==> src/rtl/fp_unit_pkg.sv <==
// Shared floating-point unit definitions: word width, default compare
// pipeline latency and the single-precision word type.
package fp_unit_pkg;

    localparam int FP_WIDTH       = 32;
    localparam int FP_CMP_LATENCY = 2;

    typedef logic [FP_WIDTH-1:0] fp_word_t;

endpackage

==> src/rtl/fp_result_fifo.sv <==
// Small circular result FIFO with registered pointers and an occupancy count.
// Reads are first-word-fall-through; the head reads as zero while empty so
// that downstream data outputs are quiet during and after reset.
module fp_result_fifo #(
    parameter int WIDTH = 9,
    parameter int DEPTH = 4
) (
    input  logic             clock,
    input  logic             reset,
    input  logic             push,
    input  logic [WIDTH-1:0] wr_data,
    input  logic             pop,
    output logic [WIDTH-1:0] rd_data,
    output logic [$clog2(DEPTH+1)-1:0] count,
    output logic             empty,
    output logic             full
);

    localparam int PW = (DEPTH > 1) ? $clog2(DEPTH) : 1;
    localparam int CW = $clog2(DEPTH + 1);

    logic [WIDTH-1:0] mem [DEPTH];
    logic [PW-1:0]    wr_ptr;
    logic [PW-1:0]    rd_ptr;
    logic             do_push;
    logic             do_pop;

    assign empty   = (count == '0);
    assign full    = (count == CW'(DEPTH));
    assign do_pop  = pop && !empty;
    // A push into a full FIFO is only legal when a pop frees a slot the same cycle.
    assign do_push = push && (!full || do_pop);
    assign rd_data = empty ? '0 : mem[rd_ptr];

    // Storage write; contents need no reset because the count masks them.
    always_ff @(posedge clock) begin
        if (do_push) begin
            mem[wr_ptr] <= wr_data;
        end
    end

    // Pointer and occupancy bookkeeping; pointers wrap modulo DEPTH.
    always_ff @(posedge clock or posedge reset) begin
        if (reset) begin
            wr_ptr <= '0;
            rd_ptr <= '0;
            count  <= '0;
        end else begin
            if (do_push) begin
                wr_ptr <= (wr_ptr == PW'(DEPTH - 1)) ? '0 : wr_ptr + PW'(1);
            end
            if (do_pop) begin
                rd_ptr <= (rd_ptr == PW'(DEPTH - 1)) ? '0 : rd_ptr + PW'(1);
            end
            case ({do_push, do_pop})
                2'b10:   count <= count + CW'(1);
                2'b01:   count <= count - CW'(1);
                default: count <= count;
            endcase
        end
    end

endmodule

==> src/rtl/fp_compare_issue.sv <==
// Issue/collect front end for a fixed-latency, non-stallable FP less-than
// pipeline. Requests are tagged, tracked through a valid/tag delay line that
// mirrors the pipeline depth, and results land in a small FIFO. A request is
// only accepted when a FIFO slot is guaranteed for it (in-flight + queued <
// FIFO_DEPTH), so a stalled consumer can never cause a result to be dropped.
//
// Handshakes: both the request side (in_valid/in_ready) and the result side
// (out_valid/out_ready) transfer exactly on a rising clock edge where valid and
// ready are both high; valid never depends on ready, and in_ready is a function
// of registered state only (no out_ready -> in_ready path).
module fp_compare_issue
    import fp_unit_pkg::*;
#(
    parameter int LATENCY    = FP_CMP_LATENCY,
    parameter int TAG_WIDTH  = 8,
    parameter int FIFO_DEPTH = 4
) (
    input  logic                 clock,
    input  logic                 reset,
    input  logic                 in_valid,
    output logic                 in_ready,
    input  fp_word_t             in_a,
    input  fp_word_t             in_b,
    input  logic [TAG_WIDTH-1:0] in_tag,
    output fp_word_t             pipe_a,
    output fp_word_t             pipe_b,
    input  logic                 pipe_q,
    output logic                 out_valid,
    input  logic                 out_ready,
    output logic                 out_q,
    output logic [TAG_WIDTH-1:0] out_tag
);

    localparam int IW = $clog2(LATENCY + 1);
    localparam int CW = $clog2(FIFO_DEPTH + 1);

    if (LATENCY < 1) begin : g_bad_latency
        $error("fp_compare_issue: LATENCY must be at least 1");
    end
    if (FIFO_DEPTH < 1) begin : g_bad_depth
        $error("fp_compare_issue: FIFO_DEPTH must be at least 1");
    end

    logic                 issue;
    logic                 pop;
    logic [LATENCY-1:0]   v;
    logic [TAG_WIDTH-1:0] tag_line [LATENCY];
    logic [IW-1:0]        inflight;
    logic [CW-1:0]        fifo_count;
    logic                 fifo_empty;
    logic                 fifo_full;
    logic [TAG_WIDTH:0]   head;
    logic [31:0]          credits_used;

    // Operands go straight to the pipeline; the valid line masks idle cycles.
    assign pipe_a = in_a;
    assign pipe_b = in_b;

    assign credits_used = 32'(inflight) + 32'(fifo_count);
    assign in_ready     = credits_used < 32'(FIFO_DEPTH);
    assign issue        = in_valid && in_ready;

    assign out_valid        = !fifo_empty;
    assign pop              = out_valid && out_ready;
    assign {out_q, out_tag} = head;

    // Valid delay line and in-flight counter, cleared on reset so that
    // results still travelling through the pipeline are discarded.
    always_ff @(posedge clock or posedge reset) begin
        if (reset) begin
            v        <= '0;
            inflight <= '0;
        end else begin
            v        <= (v << 1) | LATENCY'(issue);
            inflight <= inflight + IW'(issue) - IW'(v[LATENCY-1]);
        end
    end

    // Tag delay line; only meaningful where the matching valid bit is set.
    always_ff @(posedge clock) begin
        tag_line[0] <= in_tag;
        for (int i = 1; i < LATENCY; i++) begin
            tag_line[i] <= tag_line[i-1];
        end
    end

    fp_result_fifo #(
        .WIDTH (TAG_WIDTH + 1),
        .DEPTH (FIFO_DEPTH)
    ) u_fifo (
        .clock   (clock),
        .reset   (reset),
        .push    (v[LATENCY-1]),
        .wr_data ({pipe_q, tag_line[LATENCY-1]}),
        .pop     (pop),
        .rd_data (head),
        .count   (fifo_count),
        .empty   (fifo_empty),
        .full    (fifo_full)
    );

    // The credit rule makes a landing result into a full, non-draining FIFO impossible.
    push_never_overflows: assert property (
        @(posedge clock) disable iff (reset) !(v[LATENCY-1] && fifo_full && !pop)
    );

endmodule

==> config.mk <==
export PLATFORM = sky130hd
export DESIGN_NAME = fp_compare_issue
export DESIGN_NICKNAME = d
export VERILOG_FILES = /design/src/rtl/fp_unit_pkg.sv /design/src/rtl/fp_result_fifo.sv /design/src/rtl/fp_compare_issue.sv
export SDC_FILE = /design/constraint.sdc
export NUM_CORES = 1
export LEC_CHECK = 0
export BUFFER_PORTS_ARGS = -buffer_cell sky130_fd_sc_hd__buf_2
export CAP_MARGIN = 5
export CELL_PAD_IN_SITES_DETAIL_PLACEMENT = 0
export CELL_PAD_IN_SITES_GLOBAL_PLACEMENT = 1
export CORE_ASPECT_RATIO = 1.5
export CORE_MARGIN = 3
export CORE_UTILIZATION = 31
export DETAILED_ROUTE_END_ITERATION = 8
export PLACE_DENSITY = 0.74
export SLEW_MARGIN = 10
export SYNTH_ARGS = -nofsm -noshare
export SYNTH_HDL_FRONTEND = slang
export SYNTH_SLANG_ARGS = --single-unit
==> constraint.sdc <==
create_clock -name clock -period 1.9 [get_ports clock]
set_input_delay 0.095 -clock clock [delete_from_list [all_inputs] [get_ports clock]]
set_output_delay 0.095 -clock clock [all_outputs]
set_load 0.005 [all_outputs]
==> summary by stage, run 1 <==
Clock network
The clock latency at the later pin of the worst-skew pair is 0.32 ns. After clock tree synthesis, the clock-pin slew on the worst setup and hold paths is 0.05 ns. The maximum clock path buffer count is 2.

The clock sink count is 63. The CTS buffer count is 9. The H-tree generated during clock tree synthesis spans 3 levels. TritonCTS built the clock tree. The clock tree root buffer cell is sky130_fd_sc_hd__clkbuf_16.

Logic synthesis
The unique cell type count in the Yosys netlist is 20. The cell area after technology mapping is 2790 sq um. The average instance in the mapped netlist occupies 14.7 sq um. The synthesized netlist cell count is 190.

For this run, the number of Yosys warnings is 0. The number of nets in the synthesized netlist is 277. The sequential share of the synthesized area is 60.2%. In this run, synthesis produced a sequential element count of 63.

Critical path
The worst setup path is captured at a register. The count of buffering cells on the critical path with inverters included is 2. The startpoint identified for the worst register-to-register timing path is u_fifo.count[0].

For the worst flop-to-flop path, the logic depth is 8. The register-to-register path setup slack is 0.003 ns. The library cell contributing the largest single delay on the critical path is sky130_fd_sc_hd__o41a_1.

Traced cell by cell, the critical path runs through o41a_1, inv_1, ha_2, inv_2, fa_2, xor2_1, nor2_1, xnor2_1. The worst-path maximum fanout is 3. The biggest cell delay along the critical path is 0.42 ns. STA puts the critical path data arrival time at 2.13 ns. At the worst endpoint, the required time is 2.14 ns. The worst setup path is launched from a register.

The family of cells with the greatest summed delay on the critical path is adder cells. The terminus of the critical flop-to-flop path is u_fifo.count[2]. The worst setup path category is reg -> reg.

Timing
The total count of hold-check failures in the final report is 0. Setup violations remaining at the end of the flow were counted as 0. At the pin with the least slew margin, the transition time is 0.514 ns. The achievable clock frequency is 527 MHz. Across all hold checks on the routed design, the worst slack comes to 0.0155 ns. Setup slack closes at 0.00343 ns. Measured against its own limit, the worst slew margin works out to 65.7%. On the final layout, the worst clock skew is 0.00344 ns. The final critical path takes up 99.8% of the cycle.

Setup repair after global routing could not meet its margin everywhere. The number of max-slew violations in the final report is 0. The post-route minimum period is 1.90 ns.

Cells and area
The count of non-filler cells in the finished layout is 289. The most common cell after layout, fill and taps aside is sky130_fd_sc_hd__edfxtp_1. Relative to the synthesized area, the layout overhead comes to 9.84%. After filler insertion, the fill cell instance count of the layout stands at 774. The top cell types in the final layout, fill and taps aside, are sky130_fd_sc_hd__edfxtp_1, sky130_fd_sc_hd__buf_2, sky130_fd_sc_hd__dfxtp_1. The repair_antennas step left the layout with diodes totalling 0. In the final layout, the share of cells above drive strength 1 is 36.8%. In the final design database the tool counted 264 nets.

Route
The average detailed-routed wire length per instance is 13.6 um. The remaining routing DRC violations is 0. After detailed routing, the number of vias per cell comes to 4.19. The number of DRC violations after detailed-routing iteration 0 is 21.

The routed layout has 1211 vias. Once detail routing completed, the nets flagged for antenna violations numbered 0. The number of iterations in the first detailed-routing pass is 4. The final routed wirelength across all metal layers is 3.92 mm.

Power and ir drop
The analysis attributes to net switching a power of 0.00128 W. The power share of the clock group is 33.8%. The leakage power is 1.21 nW. Dividing total power by cell area gives a power density of 1610 nW/um^2.

Sequential cells burn 37.6% of the power. The combinational power share is 28.6%. IR analysis of the VDD net gives a maximum drop of 0.000574 V.

The switching share of total power is 25.9%. The internal power summed over all cells is 0.00365 W.

Global route
The total overflow reported by the global router is 0. Entering global routing, the biggest net connects 13 pins. The first global-routing pass estimated 5.84 mm of wire. The initial antenna violation count is 0. The via count of the first global-routing pass is 1219.

The total routing usage reported by global routing is 8.00%.

Placed design
Routability-driven placement finished with a final weighted congestion of 0.663. Detailed placement ended at an HPWL of 2.57 mm. The number of placed instances, taps included, is 257. OpenSTA, run right after detailed placement, puts the worst setup slack at -0.0279 ns. The count of buffers from port buffering is 23.

Run
Across the run, the number of max-cap violations was 0.

Die
The row count is 41. The die covers 10200 sq um. The placeable core area is 8570 sq um. The horizontal die dimension is 83.4 um.

The initial core utilization is 32.5%. The floorplan step set the die height to 122 um. The number of top-level pins is 152.

Worst hold path
The worst min-delay path startpoint is in_valid. The worst hold path passes through 2 cells. The end point of the worst hold path is v[0]. The class of the tightest hold or removal check is in -> reg.

Run status
The flow ran to the end, and the final reports show no timing, DRC or antenna violations.
-- per-layer routing --
metal	up-vias	global-route usage [%]	wire (um)
met4	0	8.49	223
met1	569	6.48	1300
met2	54	13.9	2130
met5	-	0	0
met3	29	3.25	270
li1	559	-	-
-- synth_stat cells (all sizes together) --
| master | count | area [sq um] |
|---|---|---|
| and2 | 15 | 96.3 |
| dfxtp | 16 | 320 |
| xnor2 | 4 | 35.0 |
| mux2 | 4 | 52.6 |
| a311oi | 1 | 8.76 |
| inv | 10 | 37.5 |
| ha | 9 | 113 |
| edfxtp | 36 | 1080 |
| clkbuf | 2 | 7.51 |
| xor2 | 1 | 8.76 |
| buf | 65 | 488 |
| nor2 | 3 | 11.3 |
| o41a | 1 | 11.3 |
| dfrtp | 11 | 275 |
| mux2i | 1 | 10.0 |
| mux4 | 9 | 203 |
| fa | 1 | 20.0 |
| or3 | 1 | 6.26 |
-- power by group through the flow --
stage | Sequential (W) | Combinational (W) | Clock, W
5_1_grt | 0.00189 | 0.00157 | 0.00177
3_3_place_gp | 0.00188 | 0.00130 | 0
2_1_floorplan | 0.00181 | 0.00103 | 0
4_1_cts | 0.00186 | 0.00140 | 0.00170
6_report | 0.00186 | 0.00141 | 0.00167
3_5_place_dp | 0.00189 | 0.00132 | 0
-- final cells by class --
cell class,count,area (sq um),area share [%]
clock buffers,12,268,8.75
repair buffers,43,303,9.90
inverters,10,37.5,1.23
well taps,107,134,4.38
clock inverters,4,51.3,1.68
flip-flops and latches,63,1680,54.8
multi-input cells,50,589,19.3
-- kinds of logic after synthesis --
family | synth area share [%]
xor+xnor | 1.57
fa+ha+maj | 4.76
buf+inv | 19.1
mux | 9.52
flops | 60.2
compound gates | 0.719
simple gates | 4.09
-- stage by stage --
step,TNS [ns],util (%),total power [W],area [sq um]
2_1_floorplan,-0.0186,-,0.00285,2790
5_1_grt,-0.0874,35.7,0.00523,3060
6_report,0,35.7,0.00493,3060
3_3_place_gp,0,30.2,0.00318,2590
4_1_cts,0,35.4,0.00496,3040
3_5_place_dp,-0.0279,30.2,0.00321,2590
-- worst register-to-register path, stage by stage (launching register included) --
cell,delay (ns)
sky130_fd_sc_hd__dfrtp_1,0.39
sky130_fd_sc_hd__o41a_1,0.42
sky130_fd_sc_hd__inv_1,0.07
sky130_fd_sc_hd__ha_2,0.19
sky130_fd_sc_hd__inv_2,0.04
sky130_fd_sc_hd__fa_2,0.33
sky130_fd_sc_hd__xor2_1,0.14
sky130_fd_sc_hd__nor2_1,0.11
sky130_fd_sc_hd__xnor2_1,0.13
-- state kept, by name, indices dropped and copies added (netlist names) --
signal         flops
inflight           2
u_fifo.wr_ptr      2
u_fifo.mem        36
u_fifo.count       3
u_fifo.rd_ptr      2
tag_line          16
v                  2
-- worst max-delay path by stage --
stage / startpoint / endpoint / slack (ns) / depth (start not counted)
floorplan: u_fifo.count[1] / u_fifo.count[2] / -0.02 / 8
global placement: u_fifo.count[1] / u_fifo.count[2] / 0.009 / 8
detailed placement: u_fifo.count[1] / u_fifo.count[2] / -0.03 / 8
CTS: u_fifo.count[0] / u_fifo.count[2] / 0.01 / 8
global route: u_fifo.count[0] / u_fifo.count[2] / -0.07 / 8
finish: u_fifo.count[0] / u_fifo.count[2] / 0.003 / 8
-- timing repair --
item	CTS	global route
setup endpoints to repair	1	3
resized for setup	0	3
endpoints found under the hold margin	23	0
pin swaps	2	1
hold buffers	10	0
buffers inserted	4	2
No activity file was read; power rests on OpenSTA's default activity.
==> inputs of run 2 (changes only) <==
--- a/config.mk
+++ b/config.mk
@@ -11,9 +11,9 @@
 export CELL_PAD_IN_SITES_GLOBAL_PLACEMENT = 1
 export CORE_ASPECT_RATIO = 1.5
 export CORE_MARGIN = 3
-export CORE_UTILIZATION = 31
+export CORE_UTILIZATION = 37
 export DETAILED_ROUTE_END_ITERATION = 8
-export PLACE_DENSITY = 0.74
+export PLACE_DENSITY = 0.83
 export SLEW_MARGIN = 10
 export SYNTH_ARGS = -nofsm -noshare
 export SYNTH_HDL_FRONTEND = slang
==> constraint.sdc (replaced) <==
create_clock -name clock -period 2.3 [get_ports clock]
set_input_delay 0.115 -clock clock [delete_from_list [all_inputs] [get_ports clock]]
set_output_delay 0.115 -clock clock [all_outputs]
set_load 0.005 [all_outputs]
==> run 2 against run 1 <==
  * Design area decreased by 7.8%
  * Critical endpoint is now out_tag[4]
  * Sequential power down 15%
  * Register-to-register slack improved by 0.21 ns
  * Flip-flop and latch count unchanged
  * Die area decreased by 15%
  * Largest power group unchanged
  * Critical path type is now reg -> out
  * Setup slack improved by 0.19 ns
  * Global-route usage increased by 2.5 points
  * Combinational power shrank 34%
==> summary by stage, run 2 (synthesis results as in run 1) <==
Timing
The achievable clock frequency is 475 MHz. The total of endpoints with negative setup slack in the final report was 0 (unchanged). Unrepaired setup endpoints after global routing: no (was yes). The number of max-slew violations in the final report is 0 (unchanged). The normalized max-slew margin came to 55.5% (was 65.7%).

The slew at the pin closest to its max-slew limit is 0.667 ns (was 0.514 ns). In the finished design, the share of the clock period the worst path needs comes to 91.6%. The final worst-path setup slack came to 0.194 ns (was 0.00343 ns).

The worst path in the final design needs a cycle of 2.11 ns, including I/O delays and setup. The total count of hold-check failures in the final report is 0 (unchanged). The setup total negative slack is 0 ns (unchanged).

The post-route clock skew is 0.00626 ns (was 0.00344 ns).

Global route
The initial antenna violation count is 0 (unchanged). The global-route wire length before repair was 6.58 mm (was 5.84 mm). The via count of the first global-routing pass is 1295 (was 1219). The total overflow reported by the global router is 0 (unchanged). The total routing usage reported by global routing is 10.5% (was 8.00%). The maximum number of pins on one net before global-route repair is 13 (unchanged).

Critical path
The element type at the critical path end was a primary output (was register). The element type at the critical path start is a register (unchanged). The worst setup path category is reg -> out (was reg -> reg). The required time of the critical path is 2.18 ns (was 2.14 ns). The data arrival time of the worst path is 1.99 ns (was 2.13 ns).

The worst-path maximum fanout is 12 (was 3).

Cells and area
The area used by multi-input combinational logic is 576 sq um (was 589 sq um). The antenna diode count was 0 (unchanged). The filler cell count was 674 (was 774). Most used cells in the layout excluding fill and tap cells: sky130_fd_sc_hd__edfxtp_1, sky130_fd_sc_hd__buf_2, sky130_fd_sc_hd__dfxtp_1 (unchanged). The final cell area excluding filler cells is 2820 sq um (was 3060 sq um). The number of flip-flops under the largest register name is 36 (unchanged). The relative area change from synthesis to final layout is 1.26% (was 9.84%). The most common cell after layout, fill and taps aside is sky130_fd_sc_hd__edfxtp_1 (unchanged).

Largest regs: u_fifo.mem: 36 flops, tag_line: 16 flops, u_fifo.count: 3 flops (unchanged). The largest register by flop count is u_fifo.mem (unchanged). The sequential cell area is 1680 sq um (unchanged). The final net count came to 255 (was 264). The fraction of final layout cells sized beyond drive strength 1 is 29.5% (was 36.8%).

Clock network
The CTS H-tree depth was 3 (unchanged). The clock tree from TritonCTS was yes (unchanged). The CTS buffer count is 9 (unchanged).

The clock sink count was 63 (unchanged). The clock latency at the later pin of the worst-skew pair is 0.33 ns (was 0.32 ns). The clock transition at the registers of the reported paths came to 0.06 ns (was 0.05 ns). The clock tree root buffer cell is sky130_fd_sc_hd__clkbuf_8 (was sky130_fd_sc_hd__clkbuf_16). The maximum clock path buffer count came to 2 (unchanged).

The count of instances resized after the clock tree is built was 0 (unchanged).

Die
The number of top-level pins was 152 (unchanged). The row count is 38 (was 41). The height of the chip is 112 um (was 122 um). The horizontal die dimension is 76.8 um (was 83.4 um). The initial core utilization was 38.3% (was 32.5%). The placeable core area is 7270 sq um (was 8570 sq um). The overall die area came to 8630 sq um (was 10200 sq um).

Placed design
The placement-stage worst setup slack is 0.202 ns (was -0.0279 ns). The final weighted congestion in routability-driven placement is 0.778 (was 0.663). The final HPWL from detailed placement is 2.84 mm (was 2.57 mm). The count of buffers from port buffering is 23 (unchanged). The cell area reported after detailed placement is 2540 sq um (was 2590 sq um).

Run
The number of maximum-capacitance constraint violations was 0 (unchanged).

Route
The vias after detailed routing was 1204 (was 1211). The number of iterations in the first detailed-routing pass came to 3 (was 4). The average via count per standard cell is 4.41 (was 4.19).

The post-detailed-route count of antenna-violating nets is 0 (unchanged). The remaining routing DRC violations is 0 (unchanged). The final routed wirelength across all metal layers is 4.10 mm (was 3.92 mm). The average detailed-routed wire length per instance is 15.0 um (was 13.6 um). The number of DRC violations after detailed-routing iteration 0 is 35 (was 21).

Power and ir drop
The power density over the cells is 1200 nW/um^2 (was 1610 nW/um^2). The leakage power is 1.10 nW (was 1.21 nW). The worst IR drop on VDD came to 0.000439 V (was 0.000574 V).

The overall power after layout is 0.00339 W (was 0.00493 W).

Run status
Status: completed (unchanged).

Worst hold path
The class of the tightest hold or removal check is in -> reg (unchanged).
==> run 2: cell count changes in the layout (fill, tap and decap cells not counted), sizes merged <==
cell / previous run / this run
buf: 33 / 24
clkbuf: 12 / 11
clkinv: 2 / 3
==> run 2: what timing repair did <==
item	CTS	global route
setup buffers	0	0
hold buffers	10	0
hold endpoints to repair	23	0
endpoints found under the setup margin	0	0
==> run 2: cell type report <==
type | count | area share [%]
Clock buffer | 11 | 4.66
Clock inverter | 5 | 1.82
Inverter | 10 | 1.33
Multi-Input combinational cell | 50 | 20.4
Sequential cell | 63 | 59.5
Tap cell | 100 | 4.44
Timing Repair Buffer | 34 | 7.90
==> run 2: final timing paths <==
check                      depth (start not counted)               end              from  slack [ns]
min reg2reg                                        0   tag_line[0][15]    tag_line[0][7]        0.33
max reg2reg                                        8   u_fifo.count[2]   u_fifo.count[0]        0.21
min in group asynchronous                          3              v[1]             reset        0.34
min                                                2              v[0]          in_valid        0.03
max in group asynchronous                          3  u_fifo.rd_ptr[0]             reset        1.66
max                                                3        out_tag[4]  u_fifo.rd_ptr[0]        0.19
==> run 2: power breakdown <==
part	leakage [nW]	internal (W)	switching, W
clock network	0.0907	0.000493	0.000380
registers	0.593	0.00140	0.000182
logic	0.412	0.000554	0.000381
total	1.10	0.00245	0.000944
==> run 2: worst max-delay path, cell delays in order (launching register included) <==
cell and delay [ns]:
sky130_fd_sc_hd__dfrtp_1 0.77, sky130_fd_sc_hd__mux4_2 0.59, sky130_fd_sc_hd__and2_1 0.17, sky130_fd_sc_hd__buf_2 0.12
==> run 2: routing by layer <==
layer  global-route usage (%)  share of wire (%)
met4                     10.4                6.6
met5                        0                  0
met2                     17.5                 52
met1                     8.63                 33
met3                     5.30                8.5
==> run 2: per-stage QoR <==
stage	hold slack [ns]	utilization, %	instances
floorplan	-0.0326	-	190
global placement	0.129	34.9	247
detailed placement	0.134	34.9	247
CTS	0.0179	38.8	273
global route	0.0378	38.8	273
finish	0.0331	38.8	273
==> inputs of run 3 (changes only) <==
==> constraint.sdc (replaced) <==
create_clock -name clock -period 2.3 [get_ports clock]
set_input_delay 0.23 -clock clock [delete_from_list [all_inputs] [get_ports clock]]
set_output_delay 0.23 -clock clock [all_outputs]
set_load 0.005 [all_outputs]
==> run 3 against run 2 <==
  * Flip-flop and latch count unchanged
  * Sequential share of layout area up 0.52 points
  * Design area down 0.80%
  * Non-clock buffer count down 1
  * Combinational power up 1%
  * Clock-buffer cell count up 1
  * Global-route usage down 0.26 points
==> summary by stage, run 3 (synthesis results as in run 1) <==
Route
The post-detailed-route count of antenna-violating nets was 0 (unchanged). The vias after detailed routing is 1184 (was 1204). The average detailed-routed wire length per instance came to 15.1 um (was 15.0 um). The remaining routing DRC violations is 0 (unchanged). The average via count per standard cell is 4.35 (was 4.41). The number of iterations in the first detailed-routing pass is 3 (unchanged). The final routed wirelength across all metal layers was 4.10 mm (about the same).

The number of DRC violations after detailed-routing iteration 0 is 21 (was 35).

Clock network
The clock tree from TritonCTS is yes (unchanged). The post-CTS setup-driven buffer insertion count is 0 (unchanged). The clock transition at the registers of the reported paths is 0.06 ns (about the same).

The clock latency at the later pin of the worst-skew pair was 0.33 ns (about the same). The clock tree root buffer cell is sky130_fd_sc_hd__clkbuf_8 (unchanged). The maximum clock path buffer count is 2 (unchanged).

The clock sink count is 63 (unchanged). The CTS H-tree depth is 3 (unchanged). The CTS buffer count came to 9 (unchanged).

Die
The placeable core area is 7270 sq um (unchanged). The row count is 38 (unchanged). The horizontal die dimension is 76.8 um (unchanged). The height of the chip came to 112 um (unchanged). The number of top-level pins is 152 (unchanged).

The overall die area is 8630 sq um (unchanged). The initial core utilization is 38.3% (unchanged).

Critical path
The number of cells on the worst reg-to-reg path was 8 (unchanged). The worst-path maximum fanout came to 7 (was 12). The first element of the critical path is u_fifo.count[0] (was u_fifo.rd_ptr[0]). The element type at the critical path start is a register (unchanged). The critical path capture point is u_fifo.count[2] (was out_tag[4]). The data arrival time of the worst path came to 2.35 ns (was 1.99 ns). The worst setup path category is reg -> reg (was reg -> out). The element type at the critical path end was a register (was primary output). The terminus of the critical flop-to-flop path is u_fifo.count[2] (unchanged).

The required time of the critical path was 2.55 ns (was 2.18 ns). The reg-to-reg critical path startpoint was u_fifo.count[0] (unchanged). The register-to-register path setup slack is 0.20 ns (was 0.21 ns).

Power and ir drop
The leakage power is 1.09 nW (was 1.10 nW). The overall power after layout is 0.00332 W (was 0.00339 W). The worst IR drop on VDD is 0.000422 V (was 0.000439 V). The power density over the cells came to 1190 nW/um^2 (was 1200 nW/um^2).

Global route
The met1 usage in global routing came to 7.87% (was 8.63%). The initial antenna violation count is 0 (unchanged). The met3 demand-to-capacity share in global routing is 4.25% (was 5.30%). The maximum number of pins on one net before global-route repair was 13 (unchanged). The total overflow reported by the global router is 0 (unchanged). The met2 routing resource usage after global routing is 18.2% (was 17.5%).

The global-route wire length before repair came to 6.40 mm (was 6.58 mm). The total routing usage reported by global routing is 10.3% (was 10.5%). The most crowded layer after global routing is met2 (unchanged). The via count of the first global-routing pass came to 1271 (was 1295).

Timing
The portion of the clock cycle consumed by the worst path in the final layout is 91.2% (was 91.6%). The total of endpoints with negative setup slack in the final report is 0 (unchanged). The setup total negative slack is 0 ns (unchanged). The total count of hold-check failures in the final report came to 0 (unchanged).

The normalized max-slew margin is 65.9% (was 55.5%). The post-route minimum period is 2.10 ns (was 2.11 ns). The achievable clock frequency is 477 MHz (was 475 MHz). The slew at the pin closest to its max-slew limit is 0.512 ns (was 0.667 ns). The post-route clock skew is 0.00610 ns (was 0.00626 ns). Unrepaired setup endpoints after global routing: no (unchanged). The number of max-slew violations in the final report came to 0 (unchanged). The final worst-path setup slack is 0.202 ns (was 0.194 ns).

Cells and area
Most used cells in the layout excluding fill and tap cells: sky130_fd_sc_hd__edfxtp_1, sky130_fd_sc_hd__buf_2, sky130_fd_sc_hd__dfxtp_1 (unchanged). The number of flip-flops under the largest register name is 36 (unchanged). The largest register by flop count is u_fifo.mem (unchanged). The final net count was 254 (was 255). The antenna diode count is 0 (unchanged).

Largest regs: u_fifo.mem: 36 flops, tag_line: 16 flops, u_fifo.count: 3 flops (unchanged). The fraction of final layout cells sized beyond drive strength 1 was 30.8% (was 29.5%). The relative area change from synthesis to final layout is 0.449% (was 1.26%). The most common cell after layout, fill and taps aside is sky130_fd_sc_hd__edfxtp_1 (unchanged).

Run status
Status: completed (unchanged).

Placed design
The final weighted congestion in routability-driven placement was 0.721 (was 0.778). The count of buffers from port buffering was 23 (unchanged). The final HPWL from detailed placement is 2.91 mm (was 2.84 mm). The placement-stage worst setup slack is 0.216 ns (was 0.202 ns).

Worst hold path
The class of the tightest hold or removal check is in -> reg (unchanged).

Run
The number of maximum-capacitance constraint violations is 0 (unchanged).
[run 3: cell count changes in the layout (fill, tap and decap cells not counted)]
cell	delta
sky130_fd_sc_hd__bufinv_16	-1
sky130_fd_sc_hd__clkbuf_8	+1
sky130_fd_sc_hd__clkinvlp_4	-1
sky130_fd_sc_hd__dfrtp_1	-1
sky130_fd_sc_hd__clkinv_4	+1
sky130_fd_sc_hd__clkinv_1	-1
sky130_fd_sc_hd__clkinv_2	+1
sky130_fd_sc_hd__dfrtp_2	+1
sky130_fd_sc_hd__dlygate4sd3_1	-1
[run 3: layer usage]
metal | up-vias | wire length, um
met5 | - | 0
met4 | 0 | 272
met3 | 35 | 309
met2 | 60 | 2240
met1 | 549 | 1280
li1 | 540 | -
[run 3: final cells by class]
cell class,count,area (sq um)
multi-input combinational,50,576
tap,100,125
inverter,10,37.5
fill,668,4480
clock inverter,4,23.8
clock buffer,12,145
sequential,63,1680
timing repair buffer,33,213
[run 3: metrics by stage]
step	cell area, sq um	utilization [%]	hold slack (ns)	std cells
floorplan	2790	-	0.0824	190
global placement	2540	34.9	0.244	247
detailed placement	2540	34.9	0.253	247
CTS	2800	38.4	0.118	272
global route	2800	38.5	0.135	272
finish	2800	38.5	0.129	272
[run 3: critical path, stage by stage, from the launching register on]
cell and delay [ns]:
sky130_fd_sc_hd__dfrtp_1 0.42, sky130_fd_sc_hd__o41a_1 0.53, sky130_fd_sc_hd__inv_1 0.09, sky130_fd_sc_hd__ha_1 0.17, sky130_fd_sc_hd__inv_1 0.06, sky130_fd_sc_hd__fa_1 0.37
sky130_fd_sc_hd__xor2_1 0.15, sky130_fd_sc_hd__nor2_1 0.11, sky130_fd_sc_hd__xnor2_1 0.12
[run 3: how the worst min path moves through the flow]
stage / depth (start not counted) / endpoint / slack, ns / from
6_report: 1 / u_fifo.mem[1][8] / 0.13 / pipe_q
5_1_grt: 1 / u_fifo.mem[0][8] / 0.13 / pipe_q
4_1_cts: 1 / u_fifo.mem[0][8] / 0.12 / pipe_q
3_5_place_dp: 2 / u_fifo.count[1] / 0.25 / reset
3_3_place_gp: 2 / inflight[1] / 0.24 / reset
2_1_floorplan: 1 / inflight[0] / 0.08 / reset
[run 3: report_power, final]
part	total (W)	switching [W]	internal [W]
clock	0.000793	0.000376	0.000417
combinational	0.000946	0.000394	0.000552
sequential	0.00158	0.000177	0.00140
total	0.00332	0.000947	0.00237
[run 3: timing repair]
action,4_1_cts,5_1_grt
hold buffers,9,0
setup endpoints to repair,0,5
resized for setup,0,1
endpoints found under the hold margin,19,0
